==> src/rtl/crc_pkg.sv <==
// Shared CRC settings for crc_generator and crc_validator.
// Both ends of the link import these values, so they agree on the polynomial and the field widths.
package crc_pkg;

  // Payload width in bits.
  localparam int DEF_DATA_W = 8;

  // CRC width in bits.
  localparam int DEF_CRC_W = 4;

  // Low CRC_W bits of the generator polynomial. The x^CRC_W term is implicit.
  // 4'h3 selects x^4 + x + 1.
  localparam logic [DEF_CRC_W-1:0] DEF_POLY = 4'h3;

  // Width of the systematic codeword {payload, crc}.
  localparam int DEF_CODE_W = DEF_DATA_W + DEF_CRC_W;

endpackage : crc_pkg

==> src/rtl/crc_generator.sv <==
// Bit-serial CRC encoder.
// It shifts one payload bit per clock into an LFSR, MSB first, and then presents the systematic
// codeword {payload, crc}.
//
// Handshake: start is a single-cycle request and is accepted in IDLE or DONE, never in SHIFT.
// On the accepting edge the payload is latched, busy rises and done falls.
// Exactly DATA_W cycles later busy falls, done rises and codeword_out is loaded.
// done stays high, and codeword_out stays stable, until the next accepted start or rst.
module crc_generator
  import crc_pkg::*;
#(
  parameter int              DATA_W = DEF_DATA_W,
  parameter int              CRC_W  = DEF_CRC_W,
  parameter logic [CRC_W-1:0] POLY  = DEF_POLY
) (
  input  logic                     clk,
  input  logic                     rst,
  input  logic                     start,
  input  logic [DATA_W-1:0]        data_in,
  output logic                     busy,
  output logic [DATA_W+CRC_W-1:0]  codeword_out,
  output logic                     done
);

  localparam int CNT_W  = $clog2(DATA_W + 1);
  localparam int CODE_W = DATA_W + CRC_W;

  typedef enum logic [1:0] {
    S_IDLE  = 2'd0,
    S_SHIFT = 2'd1,
    S_DONE  = 2'd2
  } state_t;

  state_t              state_q;
  state_t              state_d;
  logic [DATA_W-1:0]   payload_q;
  logic [CRC_W-1:0]    crc_q;
  logic [CNT_W-1:0]    cnt_q;
  logic [CODE_W-1:0]   codeword_q;

  logic                accept;
  logic                last_step;
  logic [DATA_W-1:0]   payload_shifted;
  logic                cur_bit;
  logic [CRC_W-1:0]    crc_next;

  // One LFSR step: fold the incoming message bit into the top of the remainder.
  // Because the bit enters at the MSB, no augmentation cycles are needed afterwards.
  function automatic logic [CRC_W-1:0] lfsr_step(input logic [CRC_W-1:0] crc,
                                                 input logic             b);
    logic fb;
    fb = crc[CRC_W-1] ^ b;
    return {crc[CRC_W-2:0], 1'b0} ^ (fb ? POLY : '0);
  endfunction

  // A start is honoured only when no computation is running.
  assign accept    = start && (state_q != S_SHIFT);

  // The edge that performs step DATA_W is the one that leaves SHIFT.
  assign last_step = (state_q == S_SHIFT) && (cnt_q == CNT_W'(DATA_W - 1));

  // Select payload bit [DATA_W-1-count] by shifting instead of indexing.
  // This keeps the payload register itself untouched.
  assign payload_shifted = payload_q << cnt_q;
  assign cur_bit         = payload_shifted[DATA_W-1];
  assign crc_next        = lfsr_step(crc_q, cur_bit);

  // State register, with synchronous reset back to IDLE.
  always_ff @(posedge clk) begin
    if (rst) begin
      state_q <= S_IDLE;
    end else begin
      state_q <= state_d;
    end
  end

  // Next-state logic: IDLE/DONE -> SHIFT on start, SHIFT -> DONE after DATA_W steps.
  always_comb begin
    state_d = state_q;
    case (state_q)
      S_IDLE:  if (start)     state_d = S_SHIFT;
      S_SHIFT: if (last_step) state_d = S_DONE;
      S_DONE:  if (start)     state_d = S_SHIFT;
      default:                state_d = S_IDLE;
    endcase
  end

  // Output decode.
  // busy and done are taken straight from the state flops, so inputs have no combinational path
  // to the outputs.
  always_comb begin
    busy         = (state_q == S_SHIFT);
    done         = (state_q == S_DONE);
    codeword_out = codeword_q;
  end

  // Datapath: latch the payload on accept, step the LFSR in SHIFT, and publish the codeword only
  // on the last step.
  always_ff @(posedge clk) begin
    if (rst) begin
      payload_q  <= '0;
      crc_q      <= '0;
      cnt_q      <= '0;
      codeword_q <= '0;
    end else if (accept) begin
      payload_q <= data_in;
      crc_q     <= '0;
      cnt_q     <= '0;
    end else if (state_q == S_SHIFT) begin
      crc_q <= crc_next;
      cnt_q <= cnt_q + 1'b1;
      if (last_step) begin
        codeword_q <= {payload_q, crc_next};
      end
    end
  end

endmodule : crc_generator

==> config.mk <==
export PLATFORM = sky130hd
export DESIGN_NAME = crc_generator
export DESIGN_NICKNAME = d
export VERILOG_FILES = /design/src/rtl/crc_pkg.sv /design/src/rtl/crc_generator.sv
export SDC_FILE = /design/constraint.sdc
export NUM_CORES = 1
export LEC_CHECK = 0
export ABC_AREA = 1
export ABC_CLOCK_PERIOD_IN_PS = 1500
export CAP_MARGIN = 5
export CORE_ASPECT_RATIO = 0.8
export CORE_MARGIN = 5
export CORE_UTILIZATION = 45
export CTS_CLUSTER_DIAMETER = 200
export DETAILED_ROUTE_END_ITERATION = 7
export HOLD_SLACK_MARGIN = 0.08
export PLACE_DENSITY = 0.82
export SKIP_CTS_REPAIR_TIMING = 1
export SLEW_MARGIN = 40
export SYNTH_ARGS = -nofsm -noshare
export SYNTH_HDL_FRONTEND = slang
export SYNTH_SLANG_ARGS = --single-unit
==> constraint.sdc <==
create_clock -name clk -period 1.5 [get_ports clk]
set_clock_uncertainty 0.15 [all_clocks]
set_input_delay 0.3 -clock clk [delete_from_list [all_inputs] [get_ports clk]]
set_output_delay 0.3 -clock clk [all_outputs]
set_load 0.03 [all_outputs]
-- Yosys cells after proc, flatten, opt, wreduce, memory -nomap -nowiden
Index checks and enable logic that the tools add are counted.
- flip-flop bits (word level): 30
- bits in latches: 0
- bits in writable memories: 0
- ROM bits: 0
- logic and storage cells: 27
- memories: 0
- $add $sub $neg: 1
- multiply operators: 0
- divide/modulo/power cells: 0
- order comparisons: 0
- equality and inequality tests: 6
- shifts and indexed selects: 1
- mux-type cells: 4
- bitwise gates (word level): 3
- reductions and logical operators: 7
- operators by type and width (cell ; number):
    << shifter 8 x 4 -> 8 bit ; 1
    2-to-1 mux 2 bit ; 3
    inequality test 2 x 1 -> 1 bit (second input constant) ; 3
    adder 4 x 1 -> 4 bit (second input constant) ; 1
    equality test 4 x 3 -> 1 bit (second input constant) ; 1
    one-hot mux 2 bit (2 select lines) ; 1
    OR reduction 2 bit ; 2
    bitwise XOR 4 x 2 -> 4 bit ; 1
    AND reduction 3 bit ; 1
    equality test 2 x 1 -> 1 bit (second input constant) ; 1
    equality test 2 bit (second input constant) ; 1
    logical AND 1 bit ; 2
    logical NOT 2 bit ; 1
    AND reduction 2 bit ; 1
    inverter 1 bit ; 1
    bitwise XOR 1 bit ; 1

-- Longest topological paths before layout
- depth after elaboration: 4
- depth in mapped cells: 11
- mapped depth without buffers: 11

-- Least setup slack after synthesis
No wires, ideal clock.
- path type: reg-to-reg
- from: reg cnt_q[0]
- to: reg codeword_q[1] (netlist: codeword_out[1])
- library setup time: 0.109 ns
- arrival time: 1.189 ns
- data required time: 1.241 ns
- path slack: 0.052 ns
- stages on the path, launching flop included: 8
- period minus slack after synthesis: 1.448 ns
- path through: dfxtp_1 > ha_1 > nand2_1 > nor2_8 > buf_8 > nand3_1 > nand2_1 > inv_1
- cells in the longest elaborated chain, start to end: 4
- ends and longest elaborated chain (what ; RTL line ; source):
    from (decl) ; crc_generator.sv:38 ; logic [CNT_W-1:0] cnt_q;
    from (signal assigned) ; crc_generator.sv:111 ; cnt_q <= cnt_q + 1'b1;
    << shifter 8 x 4 -> 8 bit ; crc_generator.sv:64 ; assign payload_shifted = payload_q << cnt_q;
    bitwise XOR 1 bit ; crc_generator.sv:52 ; fb = crc[CRC_W-1] ^ b;
    2-to-1 mux 2 bit ; crc_generator.sv:53 ; return {crc[CRC_W-2:0], 1'b0} ^ (fb ? POLY : '0);
    bitwise XOR 4 x 2 -> 4 bit ; crc_generator.sv:53 ;
    to (signal assigned) ; crc_generator.sv:113 ; codeword_q <= {payload_q, crc_next};
    to (decl) ; crc_generator.sv:39 ; logic [CODE_W-1:0] codeword_q;
Several ways; a longest one is shown, not always the timed one.
A chain may end at the register's enable or synchronous reset.

-- Worst setup path after layout
- from: reg state_q[0]
- to: out busy
- cells in the longest elaborated chain, start to end: 1
- ends and longest elaborated chain (what ; RTL line ; source):
    from (decl) ; crc_generator.sv:34 ; state_t state_q;
    from (signal assigned) ; crc_generator.sv:73 ; state_q <= state_d;
    equality test 2 x 1 -> 1 bit ; crc_generator.sv:92 ; busy = (state_q == S_SHIFT);
    to (decl) ; crc_generator.sv:20 ; output logic busy,
Every way passes these cells.

==> summary.txt <==
Flow run
  • MaxCap Viol Count: 0

GRT
  • Vias in the first global route: 1070
  • GRT Util Overall: 0.150
  • Initial antenna violation count: 0
  • First-pass GRT wire length: 4710 um
  • Total gr overflow: 0
  • Largest net degree at the start of global routing: 17

STA
  • Worst Tran Pin Value: 351 ps
  • Max transition margin: 0.766
  • Tmin final: 1550 ps
  • Fin worst setup slack: -52.0 ps
  • RSZ-0062 raised after global routing: yes
  • Hold Vio Cnt, Final: 0
  • Final setup fails: 2
  • Maximum clock frequency: 0.644 GHz
  • Fin crit share: 1.03
  • Slew Viols, Final: 0
  • Hold Slack: 332 ps

Place
  • Port Buffers: 24
  • Pre-CTS setup slack: -196 ps
  • Post-DP HPWL: 2080 um
  • RePlAce Congestion: 0.819
  • Placed instance area: 0.00165 sq mm

Cells and area
  • Fin area: 0.00181 sq mm
  • Layout cells sized above 1: 0.252
  • Net count reported at finish: 217
  • Filler Cells Inserted: 217
  • P&R area growth vs syn: 39.0%
  • Ant diodes: 0

Clocking
  • H-Tree Depth: 2
  • Clock Pin Slew Worst Setup and Hold Paths: 90 ps
  • Clk sink count: 30
  • Clock buffers created by TritonCTS: 5
  • CTS tree: built
  • Worst skew pair latency: 340 ps
  • Root Driver: clkbuf_4
  • Clk buf depth: 2

Critical path
  • Critical path peak fanout: 5
  • R2r startpoint: cnt_q[0]
  • Crit path launch: state_q[0]
  • Worst EP required: 1050 ps
  • CP Class: reg2out
  • Startpoint types: flip-flop
  • CP arrival: 1100 ps
  • CP endpoint kind: output port

Logic synthesis
  • Synth warn: 0
  • Predominant post-synthesis flop cell: dfxtp_1
  • Mux cell area share after synthesis: 0
  • Mapped Cells: 168
  • Post-Syn Area per Cell: 7.75 sq um
  • Seq cells post-synth: 30
  • XOR/XNOR Fraction of Synth Area: 0.00672
  • Area leader, netlist: dfxtp_1
  • Synth top area cells: dfxtp_1, nand2_1, a21oi_1
  • Sequential-to-total area share from yosys stat: 0.461
  • Async set or reset register ratio after synthesis: 0
  • Post-synth top area share: 0.461
  • Post-synthesis simple-gate area fraction: 0.284
  • Largest family of logic cells by synthesized area: simple AND/OR/NAND/NOR gates
  • Synth Area in Compound Gates: 0.149
  • Post-synth EDFFs: 0
  • Post-Synth Adder-Cell Area: 0.00961
  • Netlist area before placement: 0.00130 sq mm
  • Post-synth cell types: 22
  • Synthesized Nets: 180

Die
  • Die extent in y: 58.1 um
  • Row cnt: 17
  • Top Ports: 25
  • Die ar.: 0.00408 sq mm
  • Die width: 70.2 um
  • Core area: 0.00277 sq mm
  • Starting Density: 0.471

Worst hold path
  • Min-Delay Path Class: reg2reg
  • Hold path start: payload_q[2]

Power
  • Lkg Pwr: 0.988 nW
  • PwrDens: 857 mW/mm^2
  • Max VDD drop: 0.568 mV

Status
  • Status: finished, violations left
  • Failing checks: setup timing

Routing
  • Vias: 1164
  • Routed WL: 2890 um
  • Remaining DRCs: 0
  • Iteration count of the initial detailed-routing pass: 4
  • Iteration-0 DRC count of the detailed router: 51
  • Avg WL per Cell: 11.8 um
  • DR vias/cell: 4.77
  • Post-DRT Antenna Nets: 0
==> critical path, stage by stage (launching register included) <==
cell and delay, ps:
dfxtp_2 360, inv_4 50, nor2_8 190, buf_6 160
==> layout make-up <==
cell class                 instances  area [sq um]  area share
sequential                        30           614       0.339
inverter                          22          95.1      0.0525
clock buffer                       7          55.1      0.0304
multi-input combinational        113           632       0.349
clock inverter                     1          5.00     0.00276
timing repair buffer              33           362       0.200
tap                               38          47.5      0.0263
==> Yosys cell counts, types with 2 or more instances <==
| cell type | count |
|---|---|
| nor2_8 | 2 |
| o21ai_0 | 14 |
| nor2_1 | 24 |
| dfxtp_1 | 30 |
| nand2_2 | 4 |
| a21oi_1 | 18 |
| nand3_2 | 4 |
| inv_1 | 16 |
| nand2_1 | 28 |
| inv_2 | 5 |
| nand3_1 | 8 |
| o21ai_1 | 5 |
==> final timing paths <==
path                            depth (start not counted)  slack [ps]           end
worst max-delay path                                    3         -50          busy
worst min-delay path                                    2         330  payload_q[2]
worst max register to register                         11          70      crc_q[1]
worst min register to register                          2         330  payload_q[2]
==> where the power goes <==
part | internal, W | switching [W] | total (W)
Clock | 0.000227 | 0.000273 | 0.000500
Combinational | 0.0000944 | 0.000122 | 0.000217
Sequential | 0.000818 | 0.0000166 | 0.000835
Total | 0.00114 | 0.000412 | 0.00155
==> through the flow <==
stage	power (W)	TNS, ps	util	cells
6_report	0.00155	-65.5	0.655	244
2_1_floorplan	0.000972	0	-	168
5_1_grt	0.00163	-219	0.655	244
3_3_place_gp	0.00105	-749	0.597	236
4_1_cts	0.00155	-4310	0.619	244
3_5_place_dp	0.00105	-1260	0.597	236
==> cell usage in the layout (no fill, tap or decap), types with 4 or more instances in the layout <==
master            n
nor2_1           24
nand2_2           5
inv_1            16
clkbuf_4          5
nand2_1          24
clkdlybuf4s50_1  10
a21oi_1          18
o21ai_0          14
dfxtp_1          25
dlymetal6s2s_1   12
o21ai_1           4
buf_4             8
nand3_1           5
nand3_2           7
==> layer usage <==
metal	share of wire	global-route usage	wire length (um)
met5	0	0	0
met4	0.024	0.0902	69
met3	0.053	0.0433	152
met2	0.44	0.218	1280
met1	0.48	0.196	1380
==> state kept, by name (all words and copies together) (netlist names) <==
register      count
cnt_q             4
state_q           2
crc_q             4
payload_q         8
codeword_out     12
==> logic make-up (layout without fill, tap and decap cells) <==
group / Yosys count / after routing
AND/OR/NAND/NOR: 73 / 73
AO/OA/AOI/OAI: 38 / 38
adder cells (fa/ha/maj): 1 / 1
XOR/XNOR: 1 / 1
buffers and inverters: 25 / 63
flip-flops: 30 / 30
Note: power is estimated with default switching activity, not from simulation.
